**src/rtl/prio_enc_scan.sv**
```systemverilog
// rtl/prio_enc_scan.sv - registered priority encoder with change counter and 2-digit hex scan display
// Optional build macro: PRIO_SCAN_BLANK_EN blanks the display while valid is low.
module prio_enc_scan #(
    parameter int IN_W     = 16,
    parameter int SCAN_DIV = 1000,
    localparam int YW      = $clog2(IN_W),
    localparam int SW      = $clog2(SCAN_DIV)
) (
    input  logic            clk,
    input  logic            rst_n,
    input  logic            en,
    input  logic [IN_W-1:0] x,
    input  logic            clr,
    output logic [YW-1:0]   y,
    output logic            valid,
    output logic            chg,
    output logic [7:0]      cnt,
    output logic [7:0]      seg,
    output logic [1:0]      an
);

`ifdef PRIO_SCAN_BLANK_EN
    localparam logic [7:0] SEG_RST = 8'hFF;
`else
    localparam logic [7:0] SEG_RST = 8'h03;
`endif

    logic [YW-1:0] y_q, y_d, enc;
    logic          valid_q, valid_d;
    logic          chg_q, chg_d;
    logic [7:0]    cnt_q, cnt_d;
    logic [SW-1:0] scan_q, scan_d;
    logic          sel_q, sel_d;
    logic          scan_wrap;
    logic [7:0]    disp;
    logic [3:0]    nib;
    logic [7:0]    seg_q, seg_d;
    logic [1:0]    an_q, an_d;

    // Segment pattern a..g,dp, active high; the output inverts it.
    function automatic logic [7:0] hex7(input logic [3:0] n);
        case (n)
            4'h0: hex7 = 8'hFC;
            4'h1: hex7 = 8'h60;
            4'h2: hex7 = 8'hDA;
            4'h3: hex7 = 8'hF2;
            4'h4: hex7 = 8'h66;
            4'h5: hex7 = 8'hB6;
            4'h6: hex7 = 8'hBE;
            4'h7: hex7 = 8'hE0;
            4'h8: hex7 = 8'hFE;
            4'h9: hex7 = 8'hF6;
            4'hA: hex7 = 8'hEE;
            4'hB: hex7 = 8'h3E;
            4'hC: hex7 = 8'h9C;
            4'hD: hex7 = 8'h7A;
            4'hE: hex7 = 8'h9E;
            default: hex7 = 8'h8E;
        endcase
    endfunction

    always_comb begin
        enc = '0;
        for (int i = 0; i < IN_W; i++) begin
            if (x[i]) enc = YW'(i);
        end
        valid_d = en & (|x);
        y_d     = valid_d ? enc : '0;
        chg_d   = ({valid_d, y_d} != {valid_q, y_q});

        cnt_d = cnt_q;
        if (clr) cnt_d = 8'd0;
        else if (chg_q && cnt_q != 8'hFF) cnt_d = cnt_q + 8'd1;

        scan_wrap = (scan_q == SW'(SCAN_DIV - 1));
        scan_d    = scan_wrap ? '0 : scan_q + SW'(1);
        sel_d     = sel_q ^ scan_wrap;

        // Decode against the digit about to be selected so seg and an move together.
        disp  = 8'(y_q);
        nib   = sel_d ? disp[7:4] : disp[3:0];
        seg_d = ~hex7(nib);
`ifdef PRIO_SCAN_BLANK_EN
        if (!valid_q) seg_d = 8'hFF;
`endif
        an_d = sel_d ? 2'b01 : 2'b10;
    end

    always_ff @(posedge clk) begin
        if (!rst_n) begin
            y_q     <= '0;
            valid_q <= 1'b0;
            chg_q   <= 1'b0;
            cnt_q   <= 8'd0;
            scan_q  <= '0;
            sel_q   <= 1'b0;
            seg_q   <= SEG_RST;
            an_q    <= 2'b10;
        end else begin
            y_q     <= y_d;
            valid_q <= valid_d;
            chg_q   <= chg_d;
            cnt_q   <= cnt_d;
            scan_q  <= scan_d;
            sel_q   <= sel_d;
            seg_q   <= seg_d;
            an_q    <= an_d;
        end
    end

    assign y     = y_q;
    assign valid = valid_q;
    assign chg   = chg_q;
    assign cnt   = cnt_q;
    assign seg   = seg_q;
    assign an    = an_q;

endmodule

```
**config.mk**
```make
export PLATFORM = sky130hd
export DESIGN_NAME = prio_enc_scan
export DESIGN_NICKNAME = d
export VERILOG_FILES = /design/src/rtl/prio_enc_scan.sv
export SDC_FILE = /design/constraint.sdc
export NUM_CORES = 1
export LEC_CHECK = 0
export BUFFER_PORTS_ARGS = -buffer_cell sky130_fd_sc_hd__buf_2
export CAP_MARGIN = 0
export CORE_ASPECT_RATIO = 1.75
export CORE_MARGIN = 8
export CORE_UTILIZATION = 52
export CTS_CLUSTER_SIZE = 8
export DETAILED_ROUTE_END_ITERATION = 16
export GPL_TIMING_DRIVEN = 0
export PLACE_DENSITY_LB_ADDON = 0.25
export SYNTH_ARGS = -nofsm -noshare
export SYNTH_HDL_FRONTEND = slang
export SYNTH_SLANG_ARGS = --single-unit
```
**constraint.sdc**
```tcl
create_clock -name clk -period 3.33 [get_ports clk]
set_input_delay 0.666 -clock clk [delete_from_list [all_inputs] [get_ports clk]]
set_output_delay 0.666 -clock clk [all_outputs]
set_load 0.02 [all_outputs]
```
==> run metrics, run 1 <==
Ys Warns=0; Util after Layout=roughly two thirds; num rows=27; reg2reg end=seg[4]; peak supply drop=approximately 320 uV; hold_buf cts=0; largest family of logic cells by synthesized area=simple AND/OR/NAND/NOR gates; nets@finish=between 200 and 300; worst-path cell chain=ha_1 -> nand2_1 -> nor4_1 -> xnor2_1 -> clkbuf_1 -> nand2_1 -> inv_1 -> ha_1 -> nor2_1 -> a31oi_1 -> nor2_1 -> a311oi_1; Root Buffer=clkbuf_8; Placer Congestion=0.817; clock buffer depth=2; Post-synth EDFFs=0; syn_nets=about 240; Worst-Margin Slew=between 0.9 and 1 ns; synthesized area per cell=~8.3 um2; Die Y=92.0 um; compound-cell area share of the yosys netlist=~14%; antenna-violating nets left=0; Switching Share=between 20% and 30%; sw power=around 0.00023 W; post-synthesis mux area share=under 10%; Pre-antenna DRT Iters=4; fin crit period=a little under 3 ns; Worst Hold Launch=scan_q[0]; register bit total from synthesis=33; Port Buffer Count=42; WHS Path Cells=1; Resize count post-CTS=0; DR vias=1613; antenna violations before repair=0; RSZ-0062 raised after global routing=false; critical path fanouts, max=10; Async S/R FF share, synth=0%; CTS tree=done; Initial Util=around 55%; Iter 0 DRT Violations=16; CP Class=flip-flop to flip-flop; cell taking the most area after synthesis=dfxtp_1; LEAKAGE=approximately 0.89 nW; max-cap violations=0; area growth from synthesis to layout=22.1%; Core Area=around 3100 um2; Top Ports=44; Critical Path AT=between 3 and 4 ns; # DRC=0; most frequent cell after synthesis=nor2_1; Worst path slowest cell=nor4_1; first-pass GRT wire length=between 6000 and 7000 um; r2r worst-path depth=12; pre-CTS WS=roughly 0.48 ns; Area contributors post-synth=dfxtp_1 38%, nor2_1 7.4%, ha_1 5.8%; WHS Endpoint=scan_q[0]; H-tree depth=2; CTS sink cnt=33; status=finished, final reports clean; largest net degree at the start of global routing=13; slack of the worst reg-to-reg path=0.39 ns; clock-pin slew on the worst setup and hold paths=roughly 0.07 ns; pwr dens=between 400 and 500 nW/um2; Reg power frac=a little under half; Crit path largest cell delay=0.46 ns; Gate power share=between 10% and 20%; Die Wd=between 50 and 60 um; worst reg2reg path startpoint=scan_q[0]; WL/cell=13.3 um; grt ovf=0; Post-Synth Simple-Gate Area=26.4%; Primary FF master, synth=dfxtp_1; crit path launch type=flip-flop; Via density=5.38; DIE AREA=roughly 5500 um2; top cells by count, synth=34 x nor2_1, 33 x dfxtp_1, 14 x nand2_1; Mapped Cells=roughly 210; Pint=roughly 0.0007 W; detailed placer's ending HPWL=3070 um; adder-cell area share of the yosys netlist=5.83%; fin crit share=88.3%; n_diodes=0; Cell Area, Synth=approximately 1700 um2; Worst slew margin=a little over a third; Post-CTS Setup Bufs=0; total negative setup slack=0 ns; final setup margin=around 0.4 ns; share of layout cells above drive strength 1=between 20% and 30%; Max Slew Vio Count=0; Final Hold Viols=0; Setup Skew=0.0106 ns; XOR/XNOR share of the synthesized area=approximately 8.7%; Synth top area share=38.5%; Clock Power Share=41.1%; Total Power=0.000915 W; count of unique library cells instantiated by Yosys=41; final wirelength=roughly 4000 um; TritonCTS Buffers=5; post-synthesis sequential area ratio=roughly 38%; worst hold path type=flip-flop to flip-flop; total track usage=16.0%; CP required=about 3.5 ns; Max Freq=between 0.3 and 0.4 GHz; worst skew pair latency=about 0.29 ns; Worst Setup End Kind=flip-flop; vias in the first global route=around 1700; Layout fillers=approximately 290; Final setup viols=0
## power by group through the flow
| stage | clock network, W | logic, W | registers (W) |
|---|---|---|---|
| global placement | 0 | 0.000116 | 0.000428 |
| finish | 0.000376 | 0.000120 | 0.000419 |
| floorplan | 0 | 0.0000627 | 0.000440 |
| global route | 0.000400 | 0.000134 | 0.000421 |
| CTS | 0.000383 | 0.000120 | 0.000419 |
| detailed placement | 0 | 0.000118 | 0.000428 |
## sequential cells by signal, summed over array words and instances, names as in the netlist
register,flops
valid,1
scan_q,10
chg,1
cnt,8
an,2
y,4
seg,7
## critical path, delay by kind of cell (launching register included)
family	cells	cell delay (ns)
AO/OA/AOI/OAI	2	0.40
XOR/XNOR	1	0.23
adder cells (fa/ha/maj)	2	0.47
buffers and inverters	2	0.49
flip-flops	1	0.37
AND/OR/NAND/NOR	5	0.89
## layout by cell type (no fill, tap or decap), drive strengths merged, types with 2 or more instances in the layout
master / Yosys / layout
nand2b: 4 / 4
nand2: 14 / 14
inv: 11 / 11
nor3b: 2 / 2
a2111oi: 3 / 3
dfxtp: 33 / 33
a32oi: 3 / 3
mux2i: 2 / 2
xnor2: 11 / 11
ha: 8 / 8
xor2: 6 / 6
or4: 2 / 2
and3: 5 / 5
a21oi: 7 / 7
o21ai: 10 / 10
nand3: 8 / 8
clkbuf: 6 / 11
a311oi: 2 / 2
nand4: 3 / 3
buf: 3 / 45
nor2b: 6 / 6
o21a: 2 / 2
nor3: 6 / 6
nor2: 34 / 34
nor4: 3 / 3
## stage by stage
stage                     hold WS (ns)  std cells  cell area (um2)
after CTS                        0.472        300             2100
after global routing             0.504        300             2100
final                            0.468        300             2100
after global placement           0.448        292             1980
after floorplan                  0.430        207             1720
after detailed placement         0.455        292             1980
## worst max path at each step
stage               startpoint  endpoint  slack [ns]  depth (start not counted)
finish               scan_q[0]    seg[4]        0.39                         12
floorplan            scan_q[0]    seg[4]        0.88                         12
CTS                  scan_q[0]    seg[4]        0.41                         12
global placement     scan_q[0]    seg[4]        0.53                         10
detailed placement   scan_q[0]    seg[4]        0.48                         12
global route         scan_q[0]    seg[4]        0.05                         12
## layer usage
layer | part of all wire (%) | wire, um | global-route usage (%)
met5 | 0 | 0 | 0
met4 | 2.9 | 115 | 8.03
met3 | 4.6 | 183 | 5.45
met2 | 54 | 2150 | 29.8
met1 | 39 | 1540 | 14.3
## kinds of logic (layout without fill, tap and decap cells)
| group | Yosys count | after routing |
|---|---|---|
| muxes | 2 | 2 |
| xor gates and xnor gates | 17 | 17 |
| other | 1 | 1 |
| adders and majority gates | 8 | 8 |
| buffers and inverters | 20 | 70 |
| DFF | 33 | 33 |
| AOI/OAI and AO/OA | 35 | 35 |
| and+or+nand+nor | 91 | 91 |
## final cells by class
type                            instances  area, um2  share of cell area (%)
Buffer                                  9       41.3                    1.97
Inverter                               11       41.3                    1.97
Clock inverter                          3       46.3                    2.21
Multi-Input combinational cell        154        975                    46.5
Tap cell                               43       53.8                    2.57
Sequential cell                        33        661                    31.5
Timing Repair Buffer                   42        210                    10.0
Clock buffer                            5       68.8                    3.28
Power figures use the tool's default switching activity.
==> run 2, diff against run 1 <==
RECOVER_POWER = 25   (was default)
SKIP_CTS_REPAIR_TIMING = 1   (was default)
==> run 2 against run 1 <==
  * Sequential share of layout area increased by 0.23 points
  * Critical path depth unchanged
  * Worst setup slack improved by 0.0022 ns
  * Non-clock buffer count stayed put
  * Register-to-register slack is essentially flat
  * Utilization is 0.48 points lower
  * Largest cell class unchanged
  * Critical endpoint unchanged
  * Cell area decreased by 0.72%
  * Combinational power about the same
==> run metrics, run 2 (same netlist as run 1, synthesis figures left out) <==
DR vias=1610 (was 1613); Worst-Margin Slew=0.944 ns (unchanged); met1 Track Usage GR=14.3% (unchanged); fin crit period=2.94 ns (about the same); CTS sink cnt=33 (unchanged); num rows=27 (unchanged); Final setup viols=0 (unchanged); register area=661 um2 (unchanged); largest net degree at the start of global routing=13 (unchanged); met2 Resource Use GR=29.8% (unchanged); LEAKAGE=0.850 nW (was 0.893 nW); Setup Skew=0.0106 ns (about the same); total negative setup slack=0 ns (unchanged); Die Wd=59.5 um (unchanged); commonest non-fill, non-tap cell in the layout=nor2_1 (was buf_2); Crit path largest cell delay=0.46 ns (about the same); CP Class=flip-flop to flip-flop (unchanged); worst-path cell chain=ha_1 -> nand2_1 -> nor4_1 -> xnor2_1 -> clkbuf_1 -> nand2_1 -> inv_1 -> ha_1 -> nor2_1 -> a31oi_1 -> nor2_1 -> a311oi_1 (unchanged); max-cap violations=0 (unchanged); Port Buffer Count=42 (unchanged); clock buffer depth=2 (unchanged); Initial Util=54.7% (unchanged); crit path launch type=flip-flop (unchanged); pwr dens=439 nW/um2 (was 436 nW/um2); Largest register FFs=10 (unchanged); antenna-violating nets left=0 (unchanged); total track usage=16.0% (unchanged); Max Slew Vio Count=0 (unchanged); most frequent cells in the layout=34 x nor2_1, 33 x dfxtp_1, 30 x buf_2, 18 x clkbuf_1, 14 x nand2_1 (was 42 x buf_2, 34 x nor2_1, 33 x dfxtp_1, 14 x nand2_1); vias in the first global route=1727 (unchanged); Max Freq=0.340 GHz (about the same); Layout fillers=287 (unchanged); dpl cells=292 (unchanged); share of layout cells above drive strength 1=17.1% (was 21.8%); Iter 0 DRT Violations=17 (was 16); Placer Congestion=0.817 (unchanged); nets@finish=284 (unchanged); global routing usage on met3=5.45% (unchanged); Critical Path AT=3.13 ns (about the same); first-pass GRT wire length=6990 um (unchanged); critical path fanouts, max=10 (unchanged); busiest grt layer=met2 (unchanged); CTS tree=done (unchanged); DIE AREA=5470 um2 (unchanged); status=finished, final reports clean (unchanged); Final Hold Viols=0 (unchanged); grt ovf=0 (unchanged); Worst path slowest cell=nor4_1 (unchanged); detailed placer's ending HPWL=3070 um (unchanged); Via density=5.37 (was 5.38); peak supply drop=317 uV (about the same); # DRC=0 (unchanged); Pre-antenna DRT Iters=4 (unchanged); fin crit share=88.2% (was 88.3%); CP required=3.52 ns (about the same); Layout Cells excl Fill=300 (unchanged); Top Ports=44 (unchanged); H-tree depth=2 (unchanged); clock-pin slew on the worst setup and hold paths=0.07 ns (about the same); Root Buffer=clkbuf_8 (unchanged); n_diodes=0 (unchanged); antenna violations before repair=0 (unchanged); Core Area=3140 um2 (unchanged); worst hold path type=flip-flop to flip-flop (unchanged); RSZ-0062 raised after global routing=false (unchanged); Worst slew margin=35.4% (unchanged); WL/cell=13.3 um (about the same); final wirelength=4000 um (was 3990 um); area growth from synthesis to layout=21.2% (was 22.1%); Reg with most FFs=scan_q (unchanged); TritonCTS Buffers=5 (unchanged); Worst Setup End Kind=flip-flop (unchanged); Die Y=92.0 um (unchanged); area occupied by multi-input gates=975 um2 (unchanged); worst skew pair latency=0.29 ns (about the same)
## run 2: cell types whose count changed in the layout (fill, tap and decap cells not counted)
cell	delta
clkbuf_1	+12
buf_2	-12
## run 2: final cells by class
class	count	share of cell area, %
sequential	33	31.7
tap	43	2.58
clock inverter	3	2.22
multi-input combinational	154	46.8
buffer	9	1.98
timing repair buffer	42	9.37
inverter	11	1.98
clock buffer	5	3.31
## run 2: worst paths after layout
path	start	endpoint	slack [ns]	cells after the start
hold reg to reg	scan_q[0]	scan_q[0]	0.47	1
hold / removal	scan_q[0]	scan_q[0]	0.47	1
setup reg to reg	scan_q[0]	seg[4]	0.39	12
setup / recovery	scan_q[0]	seg[4]	0.39	12
## run 2: layer usage
| metal | share of wire, % | routed length [um] |
|---|---|---|
| met3 | 4.9 | 195 |
| met5 | 0 | 0 |
| met2 | 54 | 2150 |
| met1 | 38 | 1540 |
| met4 | 2.9 | 115 |
## run 2: report_power, final
part           internal, W  switching (W)  leakage (nW)  total, W
clock             0.000224       0.000152        0.0543  0.000376
combinational    0.0000458      0.0000720         0.527  0.000118
sequential        0.000408      0.0000110         0.269  0.000419
## run 2: metrics by stage
step / instance area, um2 / hold WS [ns] / setup slack, ns / utilization, % / power [W]
6_report: 2080 / 0.468 / 0.392 / 66.3 / 0.000913
3_5_place_dp: 1980 / 0.455 / 0.485 / 63.1 / 0.000546
3_3_place_gp: 1980 / 0.448 / 0.533 / 63.1 / 0.000543
5_1_grt: 2080 / 0.504 / 0.0461 / 66.3 / 0.000953
4_1_cts: 2100 / 0.472 / 0.409 / 66.7 / 0.000922
2_1_floorplan: 1720 / 0.430 / 0.879 / - / 0.000503
## run 2: critical path, delay by kind of cell, from the launching register on
kind                     cells  cell delay (ns)
AO/OA/AOI/OAI                2             0.40
XOR/XNOR                     1             0.23
adder cells (fa/ha/maj)      2             0.47
buffers and inverters        2             0.49
flip-flops                   1             0.37
AND/OR/NAND/NOR              5             0.89
